**src/rtl/aes_ctrl_pkg.sv**
```systemverilog
// Shared types for the inv_aes job scheduler.
//   aes_block_t     : one 128-bit AES block (data or key)
//   sched_state_t   : scheduler FSM states
//   INV_AES_LATENCY : cycles from core start to core result valid
package aes_ctrl_pkg;

    typedef logic [127:0] aes_block_t;

    typedef enum logic [1:0] {
        IDLE  = 2'd0,
        ISSUE = 2'd1,
        WAIT  = 2'd2
    } sched_state_t;

    localparam int INV_AES_LATENCY = 11;

endpackage

```
**src/rtl/inv_aes_job_sched_rr_arbiter.sv**
```systemverilog
// Round-robin priority rotate, purely combinational.
// Ports:
//   req     : request vector
//   ptr     : highest-priority index this cycle
//   en      : grant enable; no grant when low
//   gnt     : one-hot grant (or zero)
//   gnt_idx : encoded index of gnt (0 when no grant)
module rr_arbiter #(
    parameter int N  = 4,
    parameter int IW = $clog2(N)
) (
    input  logic [N-1:0]  req,
    input  logic [IW-1:0] ptr,
    input  logic          en,
    output logic [N-1:0]  gnt,
    output logic [IW-1:0] gnt_idx
);

    int idx;

    // Walk from the farthest candidate back to ptr so the nearest
    // requester at or after ptr overwrites any earlier pick.
    always_comb begin
        gnt     = '0;
        gnt_idx = '0;
        idx     = 0;
        if (en) begin
            for (int k = N - 1; k >= 0; k--) begin
                idx = (int'(ptr) + k) % N;
                if (req[idx]) begin
                    gnt      = '0;
                    gnt[idx] = 1'b1;
                    gnt_idx  = IW'(idx);
                end
            end
        end
    end

endmodule

```
**src/rtl/inv_aes_job_sched.sv**
```systemverilog
// Shares one iterative inv_aes decryption core among NUM_REQ requesters.
// Round-robin grant, one job in flight, single-entry tagged response register.
// Optional feature macro: AES_SCHED_TIMEOUT_EN (watchdog on the core result).
// Ports:
//   clk, reset               : clock, synchronous active-high reset
//   req_valid/ready/data/key : per-requester job handshake (128-bit slices)
//   core_start/data/key      : one-cycle start pulse and operands to the core
//   core_res_valid/data      : core result strobe and plaintext
//   resp_valid/ready/id/data : tagged response with backpressure
//   busy                     : job in flight or response pending
//   timeout_err              : sticky watchdog flag (0 without the macro)
module inv_aes_job_sched
    import aes_ctrl_pkg::*;
#(
    parameter int NUM_REQ     = 4,
    parameter int ID_W        = $clog2(NUM_REQ),
    parameter int TIMEOUT_CYC = 16
) (
    input  logic                   clk,
    input  logic                   reset,
    input  logic [NUM_REQ-1:0]     req_valid,
    output logic [NUM_REQ-1:0]     req_ready,
    input  logic [NUM_REQ*128-1:0] req_data,
    input  logic [NUM_REQ*128-1:0] req_key,
    output logic                   core_start,
    output logic [127:0]           core_data,
    output logic [127:0]           core_key,
    input  logic                   core_res_valid,
    input  logic [127:0]           core_res_data,
    output logic                   resp_valid,
    input  logic                   resp_ready,
    output logic [ID_W-1:0]        resp_id,
    output logic [127:0]           resp_data,
    output logic                   busy,
    output logic                   timeout_err
);

    if (NUM_REQ < 2 || NUM_REQ > 8 || TIMEOUT_CYC < 2 || TIMEOUT_CYC > 255) begin : g_bad_cfg
        $error("inv_aes_job_sched: unsupported NUM_REQ/TIMEOUT_CYC");
    end

    sched_state_t        state_q;
    logic [ID_W-1:0]     ptr_q, id_q, ptr_d;
    aes_block_t          data_q, key_q, resp_data_q;
    logic                resp_valid_q;
    logic [ID_W-1:0]     resp_id_q;
    logic [NUM_REQ-1:0]  gnt;
    logic [ID_W-1:0]     gnt_idx;
    logic                arb_en;

    // A draining response frees the register this cycle, so a grant may
    // overlap the handshake.
    assign arb_en = (state_q == IDLE) && (!resp_valid_q || resp_ready);

    rr_arbiter #(.N(NUM_REQ), .IW(ID_W)) u_arb (
        .req     (req_valid),
        .ptr     (ptr_q),
        .en      (arb_en),
        .gnt     (gnt),
        .gnt_idx (gnt_idx)
    );

    // Next round-robin start: one past the requester just served.
    assign ptr_d = (int'(id_q) == NUM_REQ - 1) ? '0 : id_q + 1'b1;

`ifdef AES_SCHED_TIMEOUT_EN
    logic [7:0] cnt_q;
    logic       timeout_q;
    assign timeout_err = timeout_q;
`else
    assign timeout_err = 1'b0;
`endif

    always_ff @(posedge clk) begin
        if (reset) begin
            state_q      <= IDLE;
            ptr_q        <= '0;
            id_q         <= '0;
            data_q       <= '0;
            key_q        <= '0;
            resp_valid_q <= 1'b0;
            resp_id_q    <= '0;
            resp_data_q  <= '0;
`ifdef AES_SCHED_TIMEOUT_EN
            cnt_q        <= '0;
            timeout_q    <= 1'b0;
`endif
        end else begin
            if (resp_valid_q && resp_ready) resp_valid_q <= 1'b0;
            case (state_q)
                IDLE: begin
                    if (|gnt) begin
                        data_q  <= req_data[int'(gnt_idx)*128 +: 128];
                        key_q   <= req_key[int'(gnt_idx)*128 +: 128];
                        id_q    <= gnt_idx;
                        state_q <= ISSUE;
                    end
                end
                ISSUE: begin
                    state_q <= WAIT;
`ifdef AES_SCHED_TIMEOUT_EN
                    // Count includes the start cycle itself.
                    cnt_q   <= 8'd1;
`endif
                end
                WAIT: begin
                    // resp_valid_q is always 0 here: no grant while it is set.
                    if (core_res_valid) begin
                        resp_data_q  <= core_res_data;
                        resp_id_q    <= id_q;
                        resp_valid_q <= 1'b1;
                        ptr_q        <= ptr_d;
                        state_q      <= IDLE;
                    end
`ifdef AES_SCHED_TIMEOUT_EN
                    else if (cnt_q == 8'(TIMEOUT_CYC - 1)) begin
                        timeout_q <= 1'b1;
                        ptr_q     <= ptr_d;
                        state_q   <= IDLE;
                    end else begin
                        cnt_q <= cnt_q + 8'd1;
                    end
`endif
                end
                default: state_q <= IDLE;
            endcase
        end
    end

    assign req_ready  = gnt;
    assign core_start = (state_q == ISSUE);
    assign core_data  = data_q;
    assign core_key   = key_q;
    assign resp_valid = resp_valid_q;
    assign resp_id    = resp_id_q;
    assign resp_data  = resp_data_q;
    assign busy       = (state_q != IDLE) || resp_valid_q;

endmodule

```
**config.mk**
```make
export PLATFORM = sky130hd
export DESIGN_NAME = inv_aes_job_sched
export DESIGN_NICKNAME = d
export VERILOG_FILES = /design/src/rtl/aes_ctrl_pkg.sv /design/src/rtl/inv_aes_job_sched_rr_arbiter.sv /design/src/rtl/inv_aes_job_sched.sv
export SDC_FILE = /design/constraint.sdc
export NUM_CORES = 1
export LEC_CHECK = 0
export ABC_AREA = 1
export CORE_AREA = 2 2 601 603
export CTS_BUF_LIST = sky130_fd_sc_hd__clkbuf_8
export DETAILED_ROUTE_END_ITERATION = 10
export DIE_AREA = 0 0 603 605
export GPL_TIMING_DRIVEN = 0
export HOLD_SLACK_MARGIN = 0.03
export PLACE_DENSITY = 0.33
export SLEW_MARGIN = 20
export SYNTH_ARGS = -nofsm -noshare
export SYNTH_HDL_FRONTEND = slang
export SYNTH_HIERARCHICAL = 1
export SYNTH_SLANG_ARGS = --single-unit
```
**constraint.sdc**
```tcl
create_clock -name clk -period 2.43 [get_ports clk]
set_input_delay 0.243 -clock clk [delete_from_list [all_inputs] [get_ports clk]]
set_output_delay 0.243 -clock clk [all_outputs]
set_load 0.01 [all_outputs]
```
==> impl_summary.txt, run 1 <==
----------------------------------------------------
[Floorplanning]
  Placeable core region ... approximately 360000 um2
  Width of the die ... 603 um
  Die boundary height ... between 600 and 700 um
  Number of rows in the core area ... 220
  Starting density of the core ... 7.73%
  Top-level port count ... roughly 1600
  Die area ... between 300000 and 400000 um2

[Layout]
  Synth-to-layout area growth ... 134%
  Total number of nets in the final design ... about 9000
  Filler Cell Count ... 41404
  Commonest cells after routing, fill and taps aside ... nand2_1 (1750), clkdlybuf4s50_1 (1547), inv_1 (1311)
  Commonest non-fill, non-tap cell in the layout ... nand2_1
  Total area of multi-input combinational cells ... roughly 16000 um2
  Proportion of layout cells with a drive suffix above 1 ... between 15 and 20%
  Design area ... approximately 65000 um2
  Sequential cell area ... between 7000 and 8000 um2

[Yosys]
  Seq/Total Area, Yosys ... between 20% and 30%
  Count of synthesis-stage warnings from yosys ... 6
  Top cells by area, synth ... dfxtp_1 (28%), nand2_1 (28%), inv_1 (18%)
  Top cell type's share of synthesized area ... between 20% and 30%
  Mean instance size in the synthesized netlist ... approximately 5.2 um2
  Flip-flop and latch count after synthesis ... slightly below 400
  Cell area after synthesis ... around 28000 um2
  Post-synthesis instance total ... approximately 5300
  Number of distinct standard cells referenced by the synthesized netlist ... 24
  Net Count, Synth ... 6477
  Top cell type by total area after synthesis ... dfxtp_1

[Global routing]
  Antenna violations before repair ... between 100 and 150
  GRT overflow ... 0
  First-pass GRT wire length ... 406000 um
  Vias in the first global route ... ~42000
  Pin count of the biggest net entering global routing ... 16
  Gr usage total ... 17.0%

[Worst setup path]
  Stage delay of the slowest cell on the critical path ... about 0.41 ns
  Cell chain of the critical path ... inv_8 > ha_4 > inv_4 > nand3_4 > nand2_8 > inv_8 > nand2_2 > nand2_2 > nand2_2 > a21oi_4 > buf_6 > buf_16 > inv_16 > buf_12 > buf_16 > buf_12 > buf_6 > nand2_2 > nand3_2 > nand2_2 > nor2_2 > nor2_1
  Worst Path Required ... 3.30 ns
  CP Class ... reg2reg
  CP Launch Type ... flop
  Critical Path Fanout Max ... 8
  Most frequent cell on the critical path ... nand2_2
  Standard cell with the maximum stage delay on the critical path ... dfxtp_4
  Sum of buffers and inverters on the critical path ... 10
  Arrival @ worst endpoint ... a little under 4 ns
  Endpoint kind of the worst setup timing path ... flop
  Kind of cell with the highest combined delay on the critical path ... buffers and inverters

[Clock tree]
  CTS buffer count ... between 90 and 100
  Number of levels in the clock H-tree ... 3
  Clock tree from TritonCTS ... yes
  Clk_lat worst skew ... 0.96 ns
  Number of sinks handled by clock tree synthesis ... about 390
  Clock slew seen by the registers of the worst setup and hold paths ... about 0.06 ns
  Number of buffers on the longest clock path ... 4
  CTS root buffer ... clkbuf_8

[Routing]
  Via-to-Cell Ratio ... roughly 3.3
  First DRT Iteration DRCs ... roughly 2200
  Number of antenna-violating nets in the routed design ... 0
  DRC violation count after routing ... 0
  Drt wl/cell ... ~26 um
  Wire length after detailed routing ... around 320000 um
  Initial DRT Pass Iterations ... 5
  Vias ... just over 40000

[Placement]
  Gp weighted congestion ... 0.905
  Number of I/O port buffers ... between 1500 and 2000
  Post-place setup slack ... -2.50 ns
  HPWL reported at the end of detailed placement ... ~260000 um
  Area of placed instances ... slightly below 50000 um2

[Timing]
  Achievable clock frequency ... 0.329 GHz
  Endpoints failing setup ... ~280
  Slew of the pin with the lowest slew margin ... roughly 1.1 ns
  Tcrit/Tclk final ... 125%
  Relative slew slack ... 25.0%
  Layout Skew ... ~0.15 ns
  Clock period minus final worst setup slack ... 3.04 ns
  Final count of pins violating max slew ... 0
  Least setup slack across all paths after layout ... -0.605 ns
  RSZ-0062 raised after global routing ... true
  Fin. Hold Viols ... 0
  Worst hold margin ... roughly 0.12 ns

[Power]
  IR Drop Worst-Case VDD ... between 500 and 600 uV
  Total power divided by cell area ... roughly 1100 nW/um2
  Total Power Consumption ... around 73000 uW
  Leakage power ... 0.0303 uW

[Outcome]
  Violations in the final reports ... setup timing
  Status ... finished with violations

[Run]
  Number of max-cap violations ... 0

[Worst hold path]
  Path class of the lowest-slack min-delay path ... in2reg

----------------------------------------------------
==> power by group <==
part	leakage, uW	internal [uW]	switching (uW)
clock network	0.00113	5140	4080
registers	0.00324	8400	1160
logic	0.0260	24600	30000
==> what timing repair did <==
| item | 4_1_cts | 5_1_grt |
|---|---|---|
| hold buffers | 512 | 0 |
| setup endpoints to repair | 332 | 337 |
| gates resized for setup | 1229 | 255 |
| cloned | 60 | 9 |
| setup buffers | 92 | 24 |
| pin swaps | 250 | 67 |
| hold endpoints to repair | 255 | 0 |
==> kinds of logic (layout without fill, tap and decap cells) <==
family	after synthesis	after routing	share of synthesized area [%]
AO/OA/AOI/OAI	142	142	2.59
buffers and inverters	1604	4000	23.0
AND/OR/NAND/NOR	3159	3160	45.6
other	1	46	0.0136
flip-flops	393	393	28.4
adder cells (fa/ha/maj)	9	9	0.407
==> per-layer routing <==
layer | GRT usage [%] | part of all wire, % | wire, um | up-vias
met5 | 0 | 0.15 | 494 | -
met4 | 3.76 | 2.9 | 9370 | 72
met3 | 7.51 | 10 | 33400 | 461
met2 | 30.4 | 49 | 159000 | 1456
met1 | 18.2 | 37 | 120000 | 18940
li1 | - | - | - | 19925
==> state kept, by name, summed over array words and instances (netlist names) <==
signal and flops:
resp_valid 1, resp_data 128, core_key 128, ptr_q 2, state_q 2, id_q 2
core_data 128, resp_id 2
==> stage by stage <==
| stage | cells | utilization (%) | TNS (ns) |
|---|---|---|---|
| 3_5_place_dp | 11633 | 13.8 | -486.99 |
| 5_1_grt | 12499 | 18.1 | -161.63 |
| 4_1_cts | 12457 | 17.8 | -142.15 |
| 2_1_floorplan | 5308 | - | 0 |
| 6_report | 12523 | 18.1 | -119.91 |
| 3_3_place_gp | 11632 | 13.7 | -516.84 |
==> worst reg2reg max path: stages, from the launching register on <==
cell     delay (ns)
dfxtp_4        0.41
inv_8          0.05
ha_4           0.29
inv_4          0.05
nand3_4        0.10
nand2_8        0.09
inv_8          0.08
nand2_2        0.05
nand2_2        0.05
nand2_2        0.06
a21oi_4        0.17
buf_6          0.13
buf_16         0.15
inv_16         0.11
buf_12         0.14
buf_16         0.15
buf_12         0.38
buf_6          0.13
nand2_2        0.05
nand3_2        0.08
nand2_2        0.08
nor2_2         0.05
nor2_1         0.09
==> layout make-up <==
cell class | instances | share of cell area [%]
clock inverter | 39 | 0.488
buffer | 295 | 5.47
multi-input combinational | 3312 | 25.3
clock buffer | 126 | 2.67
timing repair buffer | 2235 | 36.9
tap | 4773 | 9.21
antenna | 45 | 0.174
sequential | 393 | 12.1
inverter | 1305 | 7.61
==> synth_stat cells, drive strengths merged <==
| cell type | number |
|---|---|
| clkinv | 1 |
| nor2 | 534 |
| ha | 9 |
| clkbuf | 91 |
| conb | 1 |
| nor3 | 1 |
| o21a | 2 |
| nand2 | 2092 |
| a21oi | 140 |
| buf | 208 |
| nand3 | 532 |
| dfxtp | 393 |
| inv | 1304 |
==> worst paths after layout <==
kind                         startpoint                         end  slack (ns)  depth (start not counted)
max               ptr_q[0]$_SDFFE_PP0P_  core_key[104]$_SDFFE_PP0P_       -0.61                         22
min                        req_key[353]   core_key[97]$_SDFFE_PP0P_        0.12                          7
max reg2reg       ptr_q[0]$_SDFFE_PP0P_  core_key[104]$_SDFFE_PP0P_       -0.61                         22
min reg2reg  resp_data[70]$_SDFFE_PP0P_  resp_data[70]$_SDFFE_PP0P_        0.46                          2
No activity file was read; power rests on OpenSTA's default activity.
==> inputs of run 2 (changes only) <==
- CORE_AREA: 2 2 601 603 -> 2 2 603 605
- DIE_AREA: 0 0 603 605 -> 0 0 605 607
- PLACE_DENSITY: 0.33 -> default
- PLACE_DENSITY_LB_ADDON: default -> 0.1
==> run 2 against run 1 <==
  * The flow still finishes with violations (setup timing)
  * Largest power group unchanged
  * Clock-buffer cell count up 9
  * Total power down 13%
  * Worst setup slack better by 0.17 ns
  * Utilization down 0.80 points
  * Critical path type unchanged
  * Fmax up 5.8%
  * Register-to-register slack better by 0.17 ns
  * Clock skew down 0.035 ns
==> impl_summary.txt, run 2 (synthesis results as in run 1) <==
----------------------------------------------------
[Routing]
  First DRT Iteration DRCs ... roughly 1800
  Drt wl/cell ... ~23 um
  Wire length after detailed routing ... slightly below 300000 um
  DRC violation count after routing ... 0
  Initial DRT Pass Iterations ... 5
  Number of antenna-violating nets in the routed design ... 0
  Via-to-Cell Ratio ... roughly 3.2
  Vias ... 39919

[Timing]
  Endpoints failing setup ... roughly 270
  Achievable clock frequency ... roughly 0.35 GHz
  RSZ-0062 raised after global routing ... true
  Slew of the pin with the lowest slew margin ... about 1.1 ns
  Least setup slack across all paths after layout ... -0.438 ns
  Final count of pins violating max slew ... 0
  Tcrit/Tclk final ... 118%
  Relative slew slack ... ~28%
  Clock period minus final worst setup slack ... roughly 2.9 ns
  Worst hold margin ... ~0.14 ns
  Layout Skew ... around 0.12 ns
  Fin. Hold Viols ... 0

[Worst setup path]
  Count of cells along the worst register-to-register path ... 20
  Arrival @ worst endpoint ... roughly 3.7 ns
  Worst Path Required ... around 3.2 ns
  CP Launch Type ... flop
  Worst-case register-to-register setup slack ... -0.44 ns
  Kind of cell with the highest combined delay on the critical path ... buffers and inverters
  Critical Path Fanout Max ... 8
  RR Endpoint ... core_data[91]$_SDFFE_PP0P_
  CP Class ... reg2reg
  Cell chain of the critical path ... inv_6 > ha_4 > inv_4 > nand3_4 > nand2_4 > inv_4 > nand2_2 > nand2_2 > nand2_2 > a21oi_4 > buf_12 > buf_12 > clkinv_16 > clkbuf_16 > buf_16 > nand2_4 > nand3_4 > nand2_4 > nor2_4 > nor2_2
  Stage delay of the slowest cell on the critical path ... around 0.4 ns
  Standard cell with the maximum stage delay on the critical path ... dfxtp_4
  Startpoint of the worst-slack reg-to-reg timing path ... ptr_q[1]$_SDFFE_PP0P_
  Sum of buffers and inverters on the critical path ... 8
  Endpoint kind of the worst setup timing path ... flop

[Power]
  Switching power summed over all nets ... between 30000 and 40000 uW
  Clk pwr share ... about 15%
  Total Power Consumption ... around 64000 uW
  Fraction of power consumed by combinational cells ... 70.1%
  Sequential share of power ... roughly 15%
  Power Internal ... between 30000 and 40000 uW
  Switch share ... between 40 and 50%
  Leakage power ... 0.0295 uW
  Total power divided by cell area ... just over 1000 nW/um2
  IR Drop Worst-Case VDD ... around 470 uV

[Global routing]
  First-pass GRT wire length ... approximately 370000 um
  GRT overflow ... 0
  Gr usage total ... between 10% and 20%
  Antenna violations before repair ... 95
  Pin count of the biggest net entering global routing ... 19
  Vias in the first global route ... about 42000

[Worst hold path]
  Start point of the worst min-delay path ... req_key[117]
  Path class of the lowest-slack min-delay path ... in2reg
  Number of instances on the worst hold path ... 7
  Worst Hold Path EP ... core_key[117]$_SDFFE_PP0P_

[Placement]
  Gp weighted congestion ... 0.857
  Number of placed cells counting well taps ... around 12000
  Number of I/O port buffers ... between 1500 and 2000
  HPWL reported at the end of detailed placement ... roughly 240000 um
  Post-place setup slack ... -2.83 ns

[Floorplanning]
  Placeable core region ... 361000 um2
  Number of rows in the core area ... about 220
  Die boundary height ... ~610 um
  Top-level port count ... ~1600
  Die area ... around 370000 um2
  Starting density of the core ... under 10%
  Width of the die ... slightly above 600 um

[Clock tree]
  Clock slew seen by the registers of the worst setup and hold paths ... around 0.06 ns
  CTS root buffer ... clkbuf_8
  Clock tree from TritonCTS ... yes
  Number of buffers on the longest clock path ... 4
  Clk_lat worst skew ... between 0.9 and 1 ns
  CTS buffer count ... slightly above 100
  Number of levels in the clock H-tree ... 3
  Number of sinks handled by clock tree synthesis ... 393

[Layout]
  Final core area utilization ... approximately 17%
  Synth-to-layout area growth ... 126%
  Total number of nets in the final design ... 8816
  Commonest cells after routing, fill and taps aside ... nand2_1 (1917), clkdlybuf4s50_1 (1547), inv_1 (1323)
  Filler Cell Count ... around 42000
  Commonest non-fill, non-tap cell in the layout ... nand2_1
  Final non-filler cell total ... approximately 13000
  Proportion of layout cells with a drive suffix above 1 ... 11.4%

[Outcome]
  Status ... finished with violations
  Violations in the final reports ... setup timing

[Run]
  Number of max-cap violations ... 0

----------------------------------------------------
## run 2: cell types whose count changed in the layout (fill, tap and decap cells not counted), sizes merged
cell,previous run,this run
dlygate4sd3,512,592
buf,365,289
inv,1325,1336
clkbuf,228,238
diode,45,35
bufbuf,4,0
bufinv,5,3
clkinv,11,13
clkinvlp,3,2
## run 2: per-layer routing
metal | global-route usage, % | routed length, um | share of wire [%] | up-vias
met1 | 17.1 | 116000 | 40 | 18549
met3 | 3.68 | 17200 | 6.0 | 282
li1 | - | - | - | 19912
met4 | 3.38 | 6740 | 2.3 | 42
met5 | 0 | 262 | 0.091 | -
met2 | 27.5 | 148000 | 51 | 1134
## run 2: worst register-to-register path: cells and delay by family, from the launching register on
| family | cells | cell delay [ns] |
|---|---|---|
| AOI/OAI and AO/OA | 1 | 0.15 |
| DFF | 1 | 0.40 |
| adders and majority gates | 1 | 0.29 |
| buffers and inverters | 8 | 1.08 |
| and+or+nand+nor | 10 | 0.80 |
## run 2: worst max-delay path by stage
stage / startpoint / end / cells past startpoint / slack (ns)
6_report: ptr_q[1]$_SDFFE_PP0P_ / core_data[91]$_SDFFE_PP0P_ / 20 / -0.44
5_1_grt: ptr_q[1]$_SDFFE_PP0P_ / core_data[91]$_SDFFE_PP0P_ / 20 / -0.58
4_1_cts: ptr_q[0]$_SDFFE_PP0P_ / req_ready[1] / 12 / -0.59
3_5_place_dp: resp_ready / core_data[91]$_SDFFE_PP0P_ / 13 / -2.83
3_3_place_gp: resp_ready / core_data[91]$_SDFFE_PP0P_ / 13 / -2.83
2_1_floorplan: ptr_q[0]$_SDFFE_PP0P_ / core_data[115]$_SDFFE_PP0P_ / 19 / 0.1
## run 2: final cells by class
cell class / instances / area, um2 / area share [%]
clock buffers: 135 / 1860 / 2.97
inverters: 1305 / 4950 / 7.92
clock inverters: 48 / 299 / 0.479
well taps: 4794 / 6000 / 9.60
flip-flops and latches: 393 / 7880 / 12.6
multi-input cells: 3312 / 15100 / 24.2
plain buffers: 292 / 3170 / 5.07
diodes: 35 / 87.6 / 0.140
repair buffers: 2239 / 23100 / 37.0
repair inverters: 1 / 16.3 / 0.0260
## run 2: power by group through the flow
stage | Clock [uW] | Combinational (uW) | Sequential, uW
2_1_floorplan | 0 | 16000 | 10200
3_3_place_gp | 0 | 35700 | 9680
3_5_place_dp | 0 | 35600 | 9720
4_1_cts | 10300 | 42900 | 9610
5_1_grt | 10400 | 49500 | 9800
6_report | 9580 | 44900 | 9570
## run 2: what timing repair did
action / CTS / global route
setup endpoints to repair: 318 / 318
endpoints found under the hold margin: 311 / 0
resized for setup: 566 / 518
setup buffers: 35 / 37
hold buffers: 592 / 0
cloned: 16 / 18
pin swaps: 36 / 171
## run 2: per-stage QoR
step | cell area (um2) | setup TNS (ns)
2_1_floorplan | 27700 | 0
3_3_place_gp | 49200 | -572.98
3_5_place_dp | 49200 | -572.67
4_1_cts | 60100 | -118.57
5_1_grt | 62500 | -123.90
6_report | 62500 | -77.00
